`src/rtl/boot_loader_if.sv`:
```
// ---------------------------------------------------------------------------
// boot_loader_if
//
// Serial boot-loader write port. A frame is shifted in MSB first on sdi while
// prog is high:
//   explicit frame : mode(0) | address[ADDR_W] | data[DATA_W]
//   auto frame     : mode(1) | data[DATA_W]     (address = previous + 1)
// The edge that samples the last data bit commits the write: wdata_o and
// address_o are updated and pwrite_o pulses for exactly one sclk cycle.
// Dropping prog mid-frame aborts the frame and raises the sticky err_o.
//
// Optional feature, enabled by defining BOOT_LOADER_PARITY_EN:
//   one extra bit after the data field; the ones count over mode, address
//   (explicit frames only), data and parity must be even. A parity failure
//   raises err_o and suppresses the write.
//
// Ports
//   sclk        in   single clock, rising edge
//   nrst        in   asynchronous active-low reset
//   prog        in   frame enable
//   sdi         in   serial frame data, MSB first
//   address_o   out  committed write address   [ADDR_W]
//   wdata_o     out  committed write data      [DATA_W]
//   pwrite_o    out  one-cycle write strobe
//   busy_o      out  high whenever the FSM is not IDLE
//   err_o       out  sticky frame-error flag
//   dbg_state_o out  FSM state (0 IDLE, 1 ADDR, 2 DATA, 3 PAR)
//
// Handshake: there is no back-pressure. Each rising sclk edge with prog high
// consumes exactly one sdi bit; pwrite_o is a strobe, valid for one cycle,
// and the consumer must accept it in that cycle.
// ---------------------------------------------------------------------------
module boot_loader_if #(
    parameter int ADDR_W = 8,
    parameter int DATA_W = 16
) (
    input  logic              sclk,
    input  logic              nrst,
    input  logic              prog,
    input  logic              sdi,
    output logic [ADDR_W-1:0] address_o,
    output logic [DATA_W-1:0] wdata_o,
    output logic              pwrite_o,
    output logic              busy_o,
    output logic              err_o,
    output logic [1:0]        dbg_state_o
);

    // Longest field is 32 bits, so a 5-bit index covers every legal size.
    localparam int CNT_W = 5;
    localparam logic [CNT_W-1:0] ADDR_LAST = CNT_W'(ADDR_W - 1);
    localparam logic [CNT_W-1:0] DATA_LAST = CNT_W'(DATA_W - 1);

`ifdef BOOT_LOADER_PARITY_EN
    typedef enum logic [1:0] {
        S_IDLE = 2'd0,
        S_ADDR = 2'd1,
        S_DATA = 2'd2,
        S_PAR  = 2'd3
    } state_t;
`else
    typedef enum logic [1:0] {
        S_IDLE = 2'd0,
        S_ADDR = 2'd1,
        S_DATA = 2'd2
    } state_t;
`endif

    state_t             r_state;
    state_t             w_next;
    logic               r_mode;
    logic [CNT_W-1:0]   r_cnt;
    logic [ADDR_W-1:0]  r_addr_sh;
    logic [DATA_W-1:0]  r_data_sh;
`ifdef BOOT_LOADER_PARITY_EN
    logic               r_par;
`endif

    logic               w_start;
    logic               w_shift_a;
    logic               w_shift_d;
    logic               w_cnt_wrap;
    logic               w_commit;
    logic               w_fail;
    logic [ADDR_W:0]    w_addr_cat;
    logic [DATA_W:0]    w_data_cat;
    logic [ADDR_W-1:0]  w_addr_shift;
    logic [DATA_W-1:0]  w_data_shift;
    logic [DATA_W-1:0]  w_commit_data;

    // Shift-in values; the concatenation keeps DATA_W/ADDR_W = 1 legal.
    assign w_addr_cat   = {r_addr_sh, sdi};
    assign w_data_cat   = {r_data_sh, sdi};
    assign w_addr_shift = w_addr_cat[ADDR_W-1:0];
    assign w_data_shift = w_data_cat[DATA_W-1:0];

    // ---------------- state register ----------------
    always_ff @(posedge sclk or negedge nrst) begin
        if (!nrst) begin
            r_state <= S_IDLE;
        end else begin
            r_state <= w_next;
        end
    end

    // ---------------- next-state logic ----------------
    always_comb begin
        w_next        = r_state;
        w_start       = 1'b0;
        w_shift_a     = 1'b0;
        w_shift_d     = 1'b0;
        w_cnt_wrap    = 1'b0;
        w_commit      = 1'b0;
        w_fail        = 1'b0;
        w_commit_data = w_data_shift;
        case (r_state)
            S_IDLE: begin
                if (prog) begin
                    w_start = 1'b1;
                    w_next  = sdi ? S_DATA : S_ADDR;
                end
            end
            S_ADDR: begin
                if (!prog) begin
                    w_fail = 1'b1;
                    w_next = S_IDLE;
                end else begin
                    w_shift_a = 1'b1;
                    if (r_cnt == ADDR_LAST) begin
                        w_cnt_wrap = 1'b1;
                        w_next     = S_DATA;
                    end
                end
            end
            S_DATA: begin
                if (!prog) begin
                    w_fail = 1'b1;
                    w_next = S_IDLE;
                end else begin
                    w_shift_d = 1'b1;
                    if (r_cnt == DATA_LAST) begin
                        w_cnt_wrap = 1'b1;
`ifdef BOOT_LOADER_PARITY_EN
                        w_next     = S_PAR;
`else
                        w_commit   = 1'b1;
                        w_next     = S_IDLE;
`endif
                    end
                end
            end
`ifdef BOOT_LOADER_PARITY_EN
            S_PAR: begin
                w_commit_data = r_data_sh;
                w_next        = S_IDLE;
                // Even parity: accumulated XOR plus the parity bit must be 0.
                if (!prog || (r_par ^ sdi)) begin
                    w_fail = 1'b1;
                end else begin
                    w_commit = 1'b1;
                end
            end
`endif
            default: begin
                w_next = S_IDLE;
            end
        endcase
    end

    // ---------------- output logic ----------------
    always_comb begin
        busy_o      = (r_state != S_IDLE);
        dbg_state_o = r_state;
    end

    // ---------------- datapath ----------------
    always_ff @(posedge sclk or negedge nrst) begin
        if (!nrst) begin
            r_mode    <= 1'b0;
            r_cnt     <= '0;
            r_addr_sh <= '0;
            r_data_sh <= '0;
            address_o <= '0;
            wdata_o   <= '0;
            pwrite_o  <= 1'b0;
            err_o     <= 1'b0;
`ifdef BOOT_LOADER_PARITY_EN
            r_par     <= 1'b0;
`endif
        end else begin
            pwrite_o <= w_commit;

            if (w_start) begin
                r_mode <= sdi;
                r_cnt  <= '0;
                err_o  <= 1'b0;
`ifdef BOOT_LOADER_PARITY_EN
                r_par  <= sdi;
`endif
            end

            if (w_shift_a || w_shift_d) begin
                r_cnt <= w_cnt_wrap ? '0 : r_cnt + CNT_W'(1);
`ifdef BOOT_LOADER_PARITY_EN
                r_par <= r_par ^ sdi;
`endif
            end
            if (w_shift_a) begin
                r_addr_sh <= w_addr_shift;
            end
            if (w_shift_d) begin
                r_data_sh <= w_data_shift;
            end

            if (w_commit) begin
                wdata_o   <= w_commit_data;
                // Auto frames post-increment the last committed address.
                address_o <= r_mode ? address_o + ADDR_W'(1) : r_addr_sh;
            end

            if (w_fail) begin
                err_o <= 1'b1;
            end
        end
    end

endmodule
```
`config.mk`:
```
export PLATFORM = sky130hd
export DESIGN_NAME = boot_loader_if
export DESIGN_NICKNAME = d
export VERILOG_FILES = /design/src/rtl/boot_loader_if.sv
export SDC_FILE = /design/constraint.sdc
export NUM_CORES = 1
export LEC_CHECK = 0
export CORE_MARGIN = 1
export CORE_UTILIZATION = 52
export DETAILED_ROUTE_END_ITERATION = 8
export DONT_BUFFER_PORTS = 1
export HOLD_SLACK_MARGIN = 0.03
export PLACE_DENSITY = 0.64
export RECOVER_POWER = 25
export SLEW_MARGIN = 5
export SYNTH_ARGS = -nofsm -noshare
export SYNTH_HDL_FRONTEND = slang
export SYNTH_SLANG_ARGS = --single-unit
```
`constraint.sdc`:
```
create_clock -name sclk -period 2.3 [get_ports sclk]
set_clock_uncertainty 0.1 [all_clocks]
set_input_delay 0.46 -clock sclk [delete_from_list [all_inputs] [get_ports sclk]]
set_output_delay 0.46 -clock sclk [all_outputs]
set_load 0.005 [all_outputs]
```
* Yosys cells after proc, flatten, opt, wreduce, memory -nomap -nowiden
Index checks and enable logic that the tools add are counted.
** Word-level totals
- Bits in latches :: 0
- Bits in read-only memories :: 0
- Flip-flop bits (word level) :: 57
- RAM bits :: 0
- Logic and storage cells :: 50
- Memories kept :: 0
- Output and inout port bits :: 29
- Input port bits :: 4
** Cells by class
- Bitwise gates (word level) :: 0
- Shift-type cells :: 0
- Mux-type cells :: 25
- Reductions and logical operators :: 7
- Order comparisons :: 0
- Div/mod/pow operators :: 0
- Eq/ne operators :: 7
- Add/subtract/negate cells :: 2
- $mul :: 0
** Operators by type and width (number)
- 2-to-1 mux 5 bit :: 3
- 2-to-1 mux 1 bit :: 13
- 2-to-1 mux 2 bit :: 6
- adder 8 x 1 -> 8 bit, second input constant :: 1
- 2-to-1 mux 8 bit :: 1
- inequality test 3 bit, second input constant :: 2
- one-hot mux 2 bit (3 select lines) :: 1
- nonzero test 2 bit :: 3
- adder 5 x 1 -> 5 bit, second input constant :: 1
- equality test 5 x 3 -> 1 bit, second input constant :: 1
- equality test 5 x 4 -> 1 bit, second input constant :: 1
- AND reduction 3 bit :: 1
- equality test 2 x 1 -> 1 bit, second input constant :: 1
- equality test 2 bit, second input constant :: 1
- zero test 2 bit :: 1
- inequality test 2 bit, second input constant :: 1
- one-hot mux 1 bit (2 select lines) :: 1
- OR reduction 2 bit :: 1
- logical OR 1 bit :: 1

* Depth between registers and ports, before layout
Gate-level depths: netlist (run 1).
- Depth in word-level cells :: 6
- Gate-level depth with buffers :: 9
- Gate-level depth less buffers :: 7

* Least setup slack after synthesis (run 1)
Ideal clock, no wire load.
- Kind :: flip-flop to flip-flop
- Start :: register r_cnt[0]
- End :: register address_o[0]
- Library setup time :: 132 ps
- Cell stages (with the launch flop) :: 8
- Required time :: 2068 ps
- Clock period less this slack :: 1809 ps
- Path slack :: 491 ps
- Buffers on the path :: 2
- Arrival :: 1577 ps
- Cell sequence :: dfrtp_1 > ha_1 > and3_1 > ha_1 > nand3_1 > buf_6 > clkbuf_1 > o21ai_1
** On the way
- Cells in the longest elaborated chain, start to end :: 4
** Ends and longest elaborated chain
- start: declaration :: RTL line 72 : logic [CNT_W-1:0] r_cnt;
- start signal: assignment :: RTL line 203 : r_cnt <= w_cnt_wrap ? '0 : r_cnt + CNT_W'(1);
- equality test 5 x 4 -> 1 bit :: RTL line 141 : if (r_cnt == DATA_LAST) begin
- 2-to-1 mux 1 bit :: RTL line 141
- 2-to-1 mux 1 bit :: RTL line 136 : if (!prog) begin
- 2-to-1 mux 1 bit :: RTL line 116 : case (r_state)
- end signal: assignment :: RTL line 218 : address_o <= r_mode ? address_o + ADDR_W'(1) : r_addr_sh;
- end: declaration :: RTL line 41 : output logic [ADDR_W-1:0] address_o,
No other way between the ends.
A chain may end at the register's enable or synchronous reset.

* Worst setup path after layout (run 1)
- Start :: register r_cnt[0]
- End :: register address_o[7]
The elaborated chain is that of the path after synthesis.

==> impl_metrics.ini, run 1 <==
[routing]
avgRoutedWirePerCell_um = 15.10
routed_wl_um = 4440
drtPass1Iterations = 8
via_count = 1692
first_iter_violations = 133
vias_per_cell = 5.755
drcViolationCount = 6
ant_nets = 0

[clock_network]
postCtsHoldBufs = 2
cts_max_level = 3
cts-resized-gates = 0
postCtsSetupBuffers = 0
cts_buffers = 9
cts.sinks = 57
path_clk_slew_ns = 0.06
insertion_delay_ns = 0.33
clockBufferDepth = 2
root_buffer = clkbuf_8
cts_tree = built

[global_routing]
grt_max_degree = 58
grt_pass1_vias = 1696
grt_pass1_wl_um = 7755
grt_antenna_before_repair = 0
grt_usage = 0.2029
grt_overflow = 0

[cells_and_area]
layout-drive-gt1-share = 0.09917
layout.nets = 248
n_antenna_cell = 0
fin_cells = 294
final_common_cell = nand2_1
fin_area_um2 = 2755
area_growth_pct = 10.43
final_cell_mix = 60 x nand2_1, 57 x dfrtp_1, 24 x mux2_1, 11 x clkbuf_8, 10 x nand3_1

[worst_setup_path]
crit_chain = ha_1 > and3_1 > ha_1 > nand3_1 > or4b_1 > nand3_1
startpoint_type = flop
rrSetupSlack_ns = 0.29
r2r_cells = 6
critPathCaptureType = flop
path_max_fanout = 7
slowest_stage = or4b_1
crit_required_ns = 2.46
criticalPathCategory = flop to flop
critPathArrivalTime_ns = 2.17
r2r-start = r_cnt[0]
cp_top_family = simple AND/OR/NAND/NOR gates
crit_buf_inv = 0
reg2reg_to = address_o[7]
slowest_delay_ns = 0.55

[min_path]
worst_hold_path.endpoint = err_o
min_from = prog
worst_hold_path_type = input pin to flop
hold_depth = 1

[die]
dieArea_um2 = 5079
die_h_um = 71.27
start_util = 0.5576
pin_count = 33
rows = 24
dieWidth_um = 71.27
coreArea_um2 = 4474

[pwr]
peakVddDrop_v = 0.0006037
clkPwrFrac = 0.314
p_per_area_nw_per_um2 = 1059
p_sw_uw = 860.3
internal_power_uw = 2056
combPwrFrac = 0.195
swShare = 0.2950
seqPwrFrac = 0.491
p_leak_uw = 0.001395

[run_status]
violations = design-rule violations
run_status = complete, but fails checks

[synth]
synth_fp_nets = 239
synth_edf_count = 0
synth_cell_types = 38
synthesis.area_um2 = 2495
yosysWarningCount = 0
async_flop_share = 1.000
avgSynthCellArea_um2 = 10.89
synth_ff_type = dfrtp_1
yosysSeqAreaShare = 0.5717
ys_ff_latch = 57
syn_inst = 229

[sta]
tns_ns = 0
fmax_mhz = 496.9
rsz0062_at_grt = no
finalCritPeriodShare = 0.8750
setup_violations = 0
worst_pin_slew_ns = 1.347
hold_violations = 0
min_period_ns = 2.012
drv_slew = 0
relSlewSlack = 0.1022

[placed_design]
dp_cells = 277
place_area_um2 = 2545
gp_congestion = 0.8233
dpl.hpwl_um = 2993
port_buffers = 0

[run]
maxCapViolCount = 0
[worst max-delay path by stage]
| stage | from | endpoint | slack (ns) | cells past startpoint |
|---|---|---|---|---|
| floorplan | r_cnt[0] | address_o[0] | 0.49 | 7 |
| global placement | r_cnt[0] | address_o[7] | 0.36 | 8 |
| detailed placement | r_cnt[0] | address_o[7] | 0.30 | 8 |
| CTS | r_cnt[0] | address_o[7] | 0.27 | 8 |
| global route | r_cnt[0] | address_o[2] | 0.07 | 7 |
| finish | r_cnt[0] | address_o[7] | 0.29 | 6 |
[per-stage QoR]
stage          worst slack [ns]  utilization  hold slack [ns]  power, µW
4_1_cts                  0.2727       0.6208           0.1035       2954
6_report                 0.2875       0.6158           0.1152       2916
3_5_place_dp             0.2974       0.5688          0.06562       2000
3_3_place_gp             0.3621       0.5688          0.06559       1970
5_1_grt                 0.06769       0.6158           0.1190       3100
2_1_floorplan            0.4907            -          0.06441       1871
[final cells by class]
class	instances	area, µm²
fillers	375	1719
repair buffers	7	52.55
multi-input cells	155	985.9
flip-flops and latches	57	1426
well taps	52	65.06
clock buffers	12	155.1
inverters	8	30.03
clock inverters	3	40.04
[routing by layer]
layer / global-route usage / vias to the layer above / part of all wire
li1: - / 808 / -
met1: 0.2533 / 828 / 0.47
met2: 0.3122 / 45 / 0.46
met3: 0.06329 / 11 / 0.056
met4: 0.1200 / 0 / 0.023
met5: 0 / - / 0
[sequential cells by signal, indices dropped and copies added (netlist names)]
name,cells
wdata_o,16
err_o,1
r_cnt,5
dbg_state_o,2
r_data_sh,15
pwrite_o,1
r_addr_sh,8
r_mode,1
address_o,8
[power by group through the flow]
stage | Combinational, µW | Clock [µW] | Sequential, µW
global route | 651 | 977 | 1470
finish | 568 | 916 | 1430
CTS | 580 | 943 | 1430
floorplan | 522 | 0 | 1350
detailed placement | 551 | 0 | 1450
global placement | 532 | 0 | 1440
[cells in the mapped netlist (all sizes together) (3+ instances only)]
cell type,count,area share
nand2,61,0.093
dfrtp,57,0.57
mux2,24,0.11
nand3,10,0.020
a21oi,9,0.018
inv,8,0.012
o21ai,8,0.016
ha,6,0.030
buf,5,0.015
o22ai,5,0.013
clkbuf,4,0.0060
a21o,3,0.0090
and3,3,0.0080
nor2,3,0.0045
[cells by family after synthesis]
family                     synth area share
adders and majority gates           0.03009
buffers and inverters               0.03310
and+or+nand+nor                      0.1565
DFF                                  0.5717
muxes                                0.1163
AOI/OAI and AO/OA                   0.09228
(Power assumes the default switching activity.)
==> run 2, diff against run 1 <==
CTS_CLUSTER_SIZE = 12   (was not set)
==> results of run 2 <==
No change in the layout: final DEF, timing and power equal those of run 1.
==> run 3, diff against run 2 <==
CTS_BUF_LIST = sky130_fd_sc_hd__clkbuf_16   (was not set)
==> run 3 against run 2 <==
Net effect:
- the flow still finishes with violations (design-rule violations)
- final cell count unchanged
- sequential power is essentially flat
- power rose by 11%
- sequential share of layout area fell by 1.5 points
- utilization increased by 1.8 points
- worst hold slack gained 0.011 ns
- largest cell class unchanged
==> impl_metrics.ini, run 3 (same netlist as run 1, synthesis figures left out) <==
[sta]
relSlewSlack = 0.08360
drv_slew = 0
worst_pin_slew_ns = 1.375
holdWs_ns = 0.1264
rsz0062_at_grt = no
tns_ns = 0
hold_violations = 0
setup_violations = 0
min_period_ns = 2.020
finalCritPeriodShare = 0.8781
setup_slack_ns = 0.2804
fmax_mhz = 495.1

[placed_design]
port_buffers = 0
gp_congestion = 0.8233
dpl.hpwl_um = 2993
post-place-ws_ns = 0.2974
dp_cells = 277

[worst_setup_path]
crit_chain = ha_1 > and3_1 > ha_1 > nand3_1 > inv_2 > a21oi_1 > a21oi_1
cp_top_family = adder cells
crit_buf_inv = 1
slowest_delay_ns = 0.38
criticalPathCategory = flop to flop
startpoint_type = flop
crit_required_ns = 2.44
critPathArrivalTime_ns = 2.16
critPathCaptureType = flop
r2r_cells = 7
path_max_fanout = 22
cp_num_cells = 7
slowest_stage = dfrtp_1

[cells_and_area]
layout.nets = 248
reg.largest.list = wdata_o x16, r_data_sh x15
fin_cells = 294
largest_reg_flops = 16
final_common_cell = nand2_1
top_register = wdata_o
area_growth_pct = 13.69
postLayoutCoreUtil = 0.6339
layout-drive-gt1-share = 0.09091
final_cell_mix = 60 x nand2_1, 57 x dfrtp_1, 24 x mux2_1, 10 x nand3_1
n_antenna_cell = 0

[global_routing]
grt_usage = 0.2085
grt_antenna_before_repair = 0
grt_max_degree = 58
grt_pass1_wl_um = 7955
grt_pass1_vias = 1720
grt_overflow = 0

[clock_network]
cts-resized-gates = 0
cts_tree = built
cts.sinks = 57
insertion_delay_ns = 0.32
postCtsHoldBufs = 2
postCtsSetupBuffers = 0
root_buffer = clkbuf_16
cts_max_level = 3
cts_buffers = 9
path_clk_slew_ns = 0.05
clockBufferDepth = 2

[die]
rows = 24
pin_count = 33
dieArea_um2 = 5079
coreArea_um2 = 4474
dieWidth_um = 71.27
start_util = 0.5576
die_h_um = 71.27

[pwr]
p_per_area_nw_per_um2 = 1140
peakVddDrop_v = 0.0006519
p_leak_uw = 0.001434

[routing]
drtPass1Iterations = 6
routed_wl_um = 4582
ant_nets = 0
vias_per_cell = 5.837
avgRoutedWirePerCell_um = 15.59
drcViolationCount = 6
first_iter_violations = 129
via_count = 1716

[run_status]
run_status = complete, but fails checks
violations = design-rule violations

[run]
maxCapViolCount = 0

[min_path]
hold_depth = 1
worst_hold_path_type = input pin to flop
run 3: cell types whose count changed in the layout (fill, tap and decap cells not counted):
cell / previous run / this run
clkbuf_8: 11 / 0
clkbuf_16: 0 / 9
clkinv_1: 0 / 2
clkbuf_1: 1 / 0
inv_1: 7 / 8
run 3: layer usage:
metal,up-vias,track usage,part of all wire
met4,0,0.1356,0.025
met3,11,0.06610,0.074
li1,812,-,-
met1,837,0.2535,0.44
met5,-,0,0
met2,56,0.3217,0.46
run 3: stage by stage:
step,cell area [µm²],total power (µW)
global route,2836,3418
CTS,2859,3266
finish,2836,3234
floorplan,2495,1871
detailed placement,2545,2000
global placement,2545,1970
run 3: final cells by class:
cell class	count	area, µm²
Fill cell	350	1638
Sequential cell	57	1426
Multi-Input combinational cell	155	985.9
Clock buffer	9	225.2
Tap cell	52	65.06
Timing Repair Buffer	7	52.55
Clock inverter	6	51.30
Inverter	8	30.03
run 3: worst paths after layout:
| check | start | end | slack, ns |
|---|---|---|---|
| worst max-delay path | r_cnt[0] | address_o[2] | 0.28 |
| worst min-delay path | prog | err_o | 0.13 |
| worst max register to register | r_cnt[0] | address_o[2] | 0.28 |
| worst min register to register | r_data_sh[14] | wdata_o[15] | 0.37 |
| max in group asynchronous | nrst | r_data_sh[1] | 0.37 |
| min in group asynchronous | nrst | wdata_o[13] | 0.91 |
run 3: where the power goes:
| group | internal, µW | leakage, µW | switching (µW) |
|---|---|---|---|
| Combinational | 289 | 0.000531 | 283 |
| Sequential | 1220 | 0.000761 | 218 |
| Clock | 813 | 0.000141 | 410 |
run 3: worst reg2reg max path: cells and delay by family (launching register included):
family                     cells  cell delay [ns]
AOI/OAI and AO/OA              2             0.26
adders and majority gates      2             0.42
buffers and inverters          1             0.38
DFF                            1             0.38
and+or+nand+nor                2             0.41
